$ cat config.mk
export PLATFORM = sky130hd
export DESIGN_NAME = calc_op_sequencer
export DESIGN_NICKNAME = d
export VERILOG_FILES = /design/src/rtl/calc_pkg.sv /design/src/rtl/key_event_buffer.sv /design/src/rtl/calc_op_sequencer.sv
export SDC_FILE = /design/constraint.sdc
export NUM_CORES = 1
export LEC_CHECK = 0
export ABC_AREA = 0
export CAP_MARGIN = 25
export CORE_UTILIZATION = 40
export DETAILED_ROUTE_END_ITERATION = 7
export PLACE_DENSITY = 0.66
export SYNTH_ARGS = -nofsm -noshare
export SYNTH_HDL_FRONTEND = slang
export SYNTH_SLANG_ARGS = --single-unit
$ cat constraint.sdc
create_clock -name i_CLOCK -period 1.8 [get_ports i_CLOCK]
set_input_delay 0.27 -clock i_CLOCK [delete_from_list [all_inputs] [get_ports i_CLOCK]]
set_output_delay 0.27 -clock i_CLOCK [all_outputs]
set_load 0.03 [all_outputs]
$ cat src/rtl/calc_pkg.sv
// Shared definitions for the calculator control path.
//   state_t  : sequencer state encoding (ENTER_A..ERR, 3-bit)
//   KEY_*    : keypad codes with a control meaning (digits are 0-9)
//   OP_*     : o_ADDSUB encoding
package calc_pkg;

  typedef enum logic [2:0] {
    ST_ENTER_A = 3'd0,
    ST_ENTER_B = 3'd1,
    ST_EXEC    = 3'd2,
    ST_SHOW    = 3'd3,
    ST_ERR     = 3'd4
  } state_t;

  localparam logic [3:0] KEY_ADD = 4'hA;
  localparam logic [3:0] KEY_SUB = 4'hB;
  localparam logic [3:0] KEY_EQ  = 4'hE;
  localparam logic [3:0] KEY_CE  = 4'hF;

  localparam logic OP_ADD = 1'b0;
  localparam logic OP_SUB = 1'b1;

  function automatic logic is_digit(input logic [3:0] k);
    return k <= 4'd9;
  endfunction

  function automatic logic is_op(input logic [3:0] k);
    return (k == KEY_ADD) || (k == KEY_SUB);
  endfunction

  function automatic logic op_of(input logic [3:0] k);
    return (k == KEY_SUB) ? OP_SUB : OP_ADD;
  endfunction

endpackage

$ cat src/rtl/key_event_buffer.sv
// One-entry pending-key register.
//   clk, rst_n   : clock, synchronous active-low reset
//   wr_en/wr_key : store a key (overwrites any held key)
//   rd_en        : consume the held key
//   rd_discard   : the consumer used a different key; a held key is lost
//   pend_valid/pend_key : held entry
//   drop         : registered one-cycle pulse when a held key is lost
module key_event_buffer (
  input  logic       clk,
  input  logic       rst_n,
  input  logic       wr_en,
  input  logic [3:0] wr_key,
  input  logic       rd_en,
  input  logic       rd_discard,
  output logic       pend_valid,
  output logic [3:0] pend_key,
  output logic       drop
);

  always_ff @(posedge clk) begin
    if (!rst_n) begin
      pend_valid <= 1'b0;
      pend_key   <= '0;
      drop       <= 1'b0;
    end else begin
      drop <= 1'b0;
      if (wr_en) begin
        pend_valid <= 1'b1;
        pend_key   <= wr_key;
        drop       <= pend_valid;
      end else if (rd_en) begin
        pend_valid <= 1'b0;
        drop       <= rd_discard & pend_valid;
      end
    end
  end

endmodule

$ cat src/rtl/calc_op_sequencer.sv
// Keypad-driven sequencer for the calculator datapath.
//   i_CLOCK, i_RESET_N : clock, synchronous active-low reset
//   i_TRIG, i_KEY      : one-cycle key event and its code
//   i_ENTRY_VALID      : current IU entry fits in 8-bit two's complement
//   i_GAME             : game mode owns the displays; sequencer frozen
//   o_LOADA_N/o_LOADB_N: active-low one-cycle operand load strobes
//   o_LOADR            : AU result enable, EXEC_CYCLES cycles per execution
//   o_ADDSUB           : held operator (0 add, 1 subtract)
//   o_SRC_R            : A-mux takes the AU result (chain load)
//   o_CLR_ENTRY        : one-cycle IU entry clear
//   o_IUAU             : display select (0 IU, 1 AU)
//   o_ERR, o_DROP      : error indicator, pending-key-lost pulse
//   o_STATE            : current state encoding
// All outputs are registered: a key sampled at an edge shows its effect
// in the cycle that follows that edge.
import calc_pkg::*;

module calc_op_sequencer #(
  parameter int unsigned EXEC_CYCLES = 2
) (
  input  logic       i_CLOCK,
  input  logic       i_RESET_N,
  input  logic       i_TRIG,
  input  logic [3:0] i_KEY,
  input  logic       i_ENTRY_VALID,
  input  logic       i_GAME,
  output logic       o_LOADA_N,
  output logic       o_LOADB_N,
  output logic       o_LOADR,
  output logic       o_ADDSUB,
  output logic       o_SRC_R,
  output logic       o_CLR_ENTRY,
  output logic       o_IUAU,
  output logic       o_ERR,
  output logic       o_DROP,
  output logic [2:0] o_STATE
);

  localparam logic [3:0] EXEC_LAST   = 4'(EXEC_CYCLES);
  localparam logic [3:0] EXEC_PENULT = 4'(EXEC_CYCLES - 1);

  state_t     state_q, state_d;
  logic [3:0] cnt_q, cnt_d;
  logic       digit_seen_q, digit_seen_d;
  logic       loada_n_q, loada_n_d;
  logic       loadb_n_q, loadb_n_d;
  logic       loadr_q, loadr_d;
  logic       addsub_q, addsub_d;
  logic       src_r_q, src_r_d;
  logic       clr_q, clr_d;
  logic       iuau_q, iuau_d;
  logic       err_q, err_d;

  logic       live;
  logic       pend_valid;
  logic [3:0] pend_key;
  logic       pend_use;
  logic       key_evt;
  logic [3:0] key;

  // A pending key only ever exists on the first SHOW cycle (it is filled in
  // EXEC and consumed here), so no separate first-cycle flag is needed.
  // A live key in that cycle wins and the pending one is discarded.
  assign live     = i_TRIG & ~i_GAME;
  assign pend_use = pend_valid & (state_q == ST_SHOW) & ~i_GAME;
  assign key_evt  = live | pend_use;
  assign key      = live ? i_KEY : pend_key;

  key_event_buffer u_key_buf (
    .clk        (i_CLOCK),
    .rst_n      (i_RESET_N),
    .wr_en      (live & (state_q == ST_EXEC)),
    .wr_key     (i_KEY),
    .rd_en      (pend_use),
    .rd_discard (live),
    .pend_valid (pend_valid),
    .pend_key   (pend_key),
    .drop       (o_DROP)
  );

  always_comb begin
    state_d      = state_q;
    cnt_d        = cnt_q;
    digit_seen_d = digit_seen_q;
    loada_n_d    = 1'b1;
    loadb_n_d    = 1'b1;
    loadr_d      = 1'b0;
    addsub_d     = addsub_q;
    src_r_d      = 1'b0;
    clr_d        = 1'b0;
    iuau_d       = iuau_q;
    err_d        = err_q;

    if (!i_GAME) begin
      case (state_q)
        ST_ENTER_A: begin
          if (key_evt) begin
            if (is_op(key)) begin
              if (i_ENTRY_VALID) begin
                loada_n_d    = 1'b0;
                addsub_d     = op_of(key);
                clr_d        = 1'b1;
                digit_seen_d = 1'b0;
                state_d      = ST_ENTER_B;
              end else begin
                err_d   = 1'b1;
                state_d = ST_ERR;
              end
            end else if (key == KEY_CE) begin
              clr_d = 1'b1;
            end
          end
        end

        ST_ENTER_B: begin
          if (key_evt) begin
            if (is_digit(key)) begin
              digit_seen_d = 1'b1;
            end else if (is_op(key)) begin
              addsub_d = op_of(key);
            end else if (key == KEY_EQ) begin
              if (digit_seen_q) begin
                if (i_ENTRY_VALID) begin
                  loadb_n_d = 1'b0;
                  cnt_d     = '0;
                  state_d   = ST_EXEC;
                end else begin
                  err_d   = 1'b1;
                  state_d = ST_ERR;
                end
              end
            end else if (key == KEY_CE) begin
              clr_d        = 1'b1;
              digit_seen_d = 1'b0;
            end
          end
        end

        // First EXEC cycle carries the B strobe; o_LOADR follows for
        // EXEC_CYCLES cycles, then one more edge moves to SHOW.
        ST_EXEC: begin
          if (cnt_q == EXEC_LAST) begin
            cnt_d   = '0;
            iuau_d  = 1'b1;
            state_d = ST_SHOW;
          end else begin
            loadr_d = 1'b1;
            cnt_d   = cnt_q + 4'd1;
            if (cnt_q == EXEC_PENULT) clr_d = 1'b1;
          end
        end

        ST_SHOW: begin
          if (key_evt) begin
            if (is_digit(key)) begin
              iuau_d  = 1'b0;
              state_d = ST_ENTER_A;
            end else if (is_op(key)) begin
              loada_n_d    = 1'b0;
              src_r_d      = 1'b1;
              addsub_d     = op_of(key);
              clr_d        = 1'b1;
              digit_seen_d = 1'b0;
              state_d      = ST_ENTER_B;
            end else if (key == KEY_CE) begin
              iuau_d  = 1'b0;
              clr_d   = 1'b1;
              state_d = ST_ENTER_A;
            end
          end
        end

        ST_ERR: begin
          if (key_evt && (key == KEY_CE)) begin
            clr_d   = 1'b1;
            err_d   = 1'b0;
            state_d = ST_ENTER_A;
          end
        end

        default: state_d = ST_ENTER_A;
      endcase
    end
  end

  always_ff @(posedge i_CLOCK) begin
    if (!i_RESET_N) begin
      state_q      <= ST_ENTER_A;
      cnt_q        <= '0;
      digit_seen_q <= 1'b0;
      loada_n_q    <= 1'b1;
      loadb_n_q    <= 1'b1;
      loadr_q      <= 1'b0;
      addsub_q     <= 1'b0;
      src_r_q      <= 1'b0;
      clr_q        <= 1'b0;
      iuau_q       <= 1'b0;
      err_q        <= 1'b0;
    end else begin
      state_q      <= state_d;
      cnt_q        <= cnt_d;
      digit_seen_q <= digit_seen_d;
      loada_n_q    <= loada_n_d;
      loadb_n_q    <= loadb_n_d;
      loadr_q      <= loadr_d;
      addsub_q     <= addsub_d;
      src_r_q      <= src_r_d;
      clr_q        <= clr_d;
      iuau_q       <= iuau_d;
      err_q        <= err_d;
    end
  end

  assign o_LOADA_N   = loada_n_q;
  assign o_LOADB_N   = loadb_n_q;
  assign o_LOADR     = loadr_q;
  assign o_ADDSUB    = addsub_q;
  assign o_SRC_R     = src_r_q;
  assign o_CLR_ENTRY = clr_q;
  assign o_IUAU      = iuau_q;
  assign o_ERR       = err_q;
  assign o_STATE     = state_q;

endmodule

# Word level (Yosys, flattened, before mapping)
# Index checks and enable logic that the tools add are counted.
[word_totals]
input_bits = 9
register_bits = 22
output_inout_bits = 12
wordCells = 171
[op_classes]
bitwise = 14
eq_ne = 33
addsub = 1
magnitude_cmp = 1
reduce_logical = 20
mux = 88
[op_table]
columns = ["operator", "n"]
rows = [
  ["1-bit two-way mux", 57],
  ["3-bit two-way mux", 15],
  ["4-bit two-way mux", 8],
  ["2-bit != test, second input constant", 13],
  ["12-bit AND reduction", 2],
  ["4-bit equality test, second input constant", 4],
  ["8-bit AND reduction", 2],
  ["3-bit case mux with 5 select lines", 1],
  ["10-bit AND reduction", 1],
  ["3-bit != test, second input constant", 3],
  ["2-bit by 1-bit != test with 1-bit output, second input constant", 4],
  ["1-bit inverter", 8],
  ["4-bit case mux with 2 select lines", 1],
  ["2-bit nonzero test", 4],
  ["8-bit OR reduction", 1],
  ["3-bit by 2-bit equality test with 1-bit output, second input constant", 2],
  ["1-bit case mux with 2 select lines", 3],
  ["1-bit case mux with 3 select lines", 2],
  ["6-bit AND reduction", 1],
  ["3-bit nonzero test", 2],
  ["1-bit AND", 5],
  ["1-bit case mux with 5 select lines", 1],
  ["5-bit OR reduction", 1],
  ["4-bit by 1-bit adder with 4-bit output, second input constant", 1],
  ["14 further kinds", 15],
]

# Logic depth before layout (Yosys ltp)
[logic_depth]
ltp_word = 10
depth_mapped = 8
ltp_nobuf = 6

# By module
# Synthesis repeated with hierarchy kept, for this count alone.
[unflattened]
cells_unflattened = 163
area_unflattened_um2 = 1323.8
[by_module_without_submodules]
columns = ["module", "area_per_inst_um2", "seq_area_each_um2", "cells_per_inst", "n_inst"]
rows = [
  ["calc_op_sequencer", 1101.1, 320.3, 143, 1],
  ["key_event_buffer", 222.7, 120.1, 20, 1],
]

# Least setup slack after synthesis
# OpenSTA, ideal clock, no wires.
[synth_path]
path_kind = "flip-flop to flip-flop"
from = "register state_q[0], in the netlist o_STATE[0]"
to = "register state_q[0], in the netlist o_STATE[0]"
arrival_time_ps = 1737
required_time_ps = 1681
path_buffers = 0
stages_incl_launch_ff = 6
setup_time_ps = 119
period_less_slack_ps = 1856
setup_slack_ps = -56
cell_sequence = "dfxtp_1 > nor3b_1 > nor2_1 > a211o_1 > and3_4 > mux2i_1"
[synth_via]
elab_chain_cells = 7
word_cells_on_any_way = 22
cone_classes = "eq/ne (15); mux (1); bitwise (3); reduce/logical (3)"
[synth_lines]
columns = ["element", "line_no", "rtl"]
rows = [
  ["start, declared", "calc_op_sequencer.sv:42", "state_t state_q, state_d;"],
  ["start signal, assigned", "calc_op_sequencer.sv:200", "state_q <= state_d;"],
  ["3-bit by 2-bit equality test with 1-bit output", "calc_op_sequencer.sv:65, calc_op_sequencer.sv:95", ""],
  ["1-bit AND (2 in a row)", "calc_op_sequencer.sv:65", "assign pend_use = pend_valid & (state_q == ST_SHOW) & ~i_GAME;"],
  ["1-bit OR", "calc_op_sequencer.sv:66", "assign key_evt = live | pend_use;"],
  ["1-bit logical AND", "calc_op_sequencer.sv:174", "if (key_evt && (key == KEY_CE)) begin"],
  ["2-bit != test (no source line)", "n/a", ""],
  ["12-bit AND reduction (no source line)", "n/a", ""],
]
# Several ways; a longest one is shown, not always the timed one.
# A chain may end at the register's enable or synchronous reset.

# Worst setup path after layout
[layout_path]
from = "input i_TRIG"
to = "register state_q[1], in the netlist o_STATE[1]"
[layout_via]
elab_chain_cells = 8
word_cells_on_any_way = 24
cone_classes = "order compare (1); eq/ne (13); mux (5); bitwise (2); reduce/logical (3)"
[layout_lines]
columns = ["element", "line_no", "rtl"]
rows = [
  ["start, declared", "calc_op_sequencer.sv:23", "input logic i_TRIG,"],
  ["1-bit AND (*)", "calc_op_sequencer.sv:64", "assign live = i_TRIG & ~i_GAME;"],
  ["4-bit two-way mux", "calc_op_sequencer.sv:67", "assign key = live ? i_KEY : pend_key;"],
  ["4-bit equality test", "calc_pkg.sv:28", "return (k == KEY_ADD) || (k == KEY_SUB);"],
  ["1-bit logical OR", "calc_pkg.sv:28", ""],
  ["3-bit two-way mux", "calc_op_sequencer.sv:158", "end else if (is_op(key)) begin"],
  ["3-bit two-way mux", "calc_op_sequencer.sv:155", "if (is_digit(key)) begin"],
  ["3-bit two-way mux", "calc_op_sequencer.sv:154", "if (key_evt) begin"],
  ["3-bit case mux with 5 select lines", "calc_op_sequencer.sv:95", "case (state_q)"],
]
# Mark *: on every way between the ends. The rest lies on a longest branch, timed or not. The select of a mux whose other input is x is not followed.

==> impl_metrics.env <==
export IMPL_rsz0062_at_grt="yes"
export IMPL_area_growth_pct=47.6
export IMPL_drtAntennaViolNets=0
export IMPL_hpwl_um=2570
export IMPL_period_share_pct=97.6
export IMPL_cts_tree="done"
export IMPL_routedWlPerCell_um=14.3
export IMPL_r2r_slack_ps=60
export IMPL_place_area_um2=1740
export IMPL_r2r_cells=5
export IMPL_ys_seq_area_share_pct=34.1
export IMPL_wirelength_um=3520
export IMPL_multi_input_area_um2=896
export IMPL_syn_cell_area_um2=1290
export IMPL_ys_seq_elements=22
export IMPL_grt_use_total_pct=21.6
export IMPL_port_buffers=20
export IMPL_core_um2=3050
export IMPL_r2r_end="o_STATE[1]"
export IMPL_setup_viol=0
export IMPL_ir_drop_v=0.000317
export IMPL_synthDistinctLibCells=43
export IMPL_grt_max_degree=16
export IMPL_synth_most_common_cell="dfxtp_1"
export IMPL_synth_edf_count=0
export IMPL_drt_iter0_markers=45
export IMPL_slew_viol_final=0
export IMPL_grt_pass1_wl_um=5620
export IMPL_syn_num_nets=164
export IMPL_synthTopCellsByCount="dfxtp_1, nand2_1, nor2_1"
export IMPL_regArea_um2=444
export IMPL_antenna_found_initial=0
export IMPL_hold_viol=0
export IMPL_initial_core_util_pct=42.3
export IMPL_p_leak_nw=0.698
export IMPL_arrival_ps=1970
export IMPL_outcome="complete, no violations"
export IMPL_worstSkewPairLatency_ps=330
export IMPL_antenna_cells=0
export IMPL_dr_pass1_iters=4
export IMPL_drive_gt1_share_pct=30.2
export IMPL_drv_cap=0
export IMPL_startpoint_type="primary input"
export IMPL_dominantRegCellSynth="dfxtp_1"
export IMPL_finalCriticalPeriod_ps=1760
export IMPL_cellPowerDensity_nw_per_um2=523
export IMPL_design_area_um2=1910
export IMPL_gp_congestion=0.910
export IMPL_worstMarginPinSlew_ps=420
export IMPL_synth_top_cell_by_area="dfxtp_1"
export IMPL_rows=20
export IMPL_worstPathMaxFanout=5
export IMPL_avgViaCountPerCell=5.40
export IMPL_startpoint="i_TRIG"
export IMPL_grt_overflow=0
export IMPL_timing_fmax_mhz=569
export IMPL_clk_pin_slew_ps=130
export IMPL_die_h_um=58.8
export IMPL_worstSetupEndpointType="register"
export IMPL_synth_area_leaders="dfxtp_1, a21oi_1, nand2_1, nor2_1, mux2i_1"
export IMPL_cts_num_sinks=22
export IMPL_clock_root_buffer="clkbuf_4"
export IMPL_synth_async_sr_flop_share_pct=0
export IMPL_cts_made_buffers=3
export IMPL_r2r_start="cnt_q[3]"
export IMPL_grt_pass1_vias=1252
export IMPL_required_ps=2020
export IMPL_vias=1329
export IMPL_n_fill_cell=276
export IMPL_max_slew_margin_pct=71.8
export IMPL_endpoint="o_STATE[1]"
export IMPL_fp_dieW_um=58.8
export IMPL_die_area_um2=3460
export IMPL_hold_path_class="primary input to register"
export IMPL_nets=212
export IMPL_synth_top_cell_area_share_pct=34.1
export IMPL_clk_path_buf_depth=2
export IMPL_skew_ps=10.1
export IMPL_critPathKind="primary input to register"
export IMPL_drc=0
export IMPL_postSynthCellCount=155
export IMPL_io_pins=21
export IMPL_yosysWarningCount=0
export IMPL_htree_levels=1
export IMPL_avgSynthCellArea_um2=8.34
export IMPL_power_mw=0.999
## cells by family (layout without fill, tap and decap cells)
logic type      Yosys count  count (layout)  share of synthesized area, %
compound gates           33              33                          17.9
xor+xnor                  3               3                          2.03
buf+inv                  11              58                          4.36
flops                    22              22                          34.1
mux                       9               9                          8.03
simple gates             77              77                          33.6
## worst max-delay path: stages
cell	delay, ps
dlygate4sd2_1	240
buf_4	150
and4b_1	230
a31oi_4	240
nor3_2	90
o41a_1	420
and3_4	210
mux2i_1	120
## final cells by class
class	instances	share of cell area, %
multi-input combinational	122	47.0
timing repair buffer	50	23.3
sequential	22	23.3
tap	44	2.89
clock inverter	1	1.57
clock buffer	3	1.18
inverter	4	0.787
## stage by stage
stage / TNS [ps] / setup slack (ps) / util (%) / hold WS, ps / cells
floorplan: 0 / 22.6 / - / 414 / 155
global placement: -5150 / -452 / 56.8 / 458 / 238
detailed placement: -5760 / -514 / 56.8 / 464 / 238
CTS: 0 / 3.64 / 59.7 / 461 / 244
global route: -27.7 / -12.3 / 62.5 / 357 / 246
finish: 0 / 42.6 / 62.5 / 360 / 246
## cell usage in the layout (no fill, tap or decap), drive strengths merged, types with 4 or more instances in the layout
cell type      netlist  layout
dlygate4sd2          0       4
inv                  4       4
o21ai                4       4
nand3b               5       5
a21oi               13      13
buf                  2      30
nand3                9       9
nor3                 8       8
mux2i                7       7
nor2                14      14
clkdlybuf4s50        0      13
nand2               16      16
dfxtp               22      22
nand2b               4       4
## how the worst min path moves through the flow
stage / start / end / cells after the start
after floorplan: i_TRIG / u_key_buf.drop / 2
after global placement: o_IUAU / o_IUAU / 2
after detailed placement: o_ERR / o_ERR / 2
after CTS: i_KEY[2] / u_key_buf.pend_key[2] / 4
after global routing: i_KEY[3] / u_key_buf.pend_key[3] / 4
final: i_KEY[3] / u_key_buf.pend_key[3] / 4
## timing repair
| item | 4_1_cts | 5_1_grt |
|---|---|---|
| endpoints found under the setup margin | 13 | 12 |
| hold buffers | 0 | 0 |
| pin swaps | 4 | 8 |
| buffers inserted | 2 | 2 |
| hold endpoints to repair | 0 | 0 |
| gates resized for setup | 10 | 15 |
## where the power goes
group	switching (mW)	internal, mW
combinational	0.0595	0.0642
sequential	0.000271	0.487
clock	0.162	0.226
## metal layers
layer,share of wire [%],track usage [%],vias up
met5,0,0,-
met4,2.0,12.2,0
met3,2.2,3.08,9
met1,48,28.4,635
met2,47,33.8,26
li1,-,-,659
No activity file was read; power rests on OpenSTA's default activity.
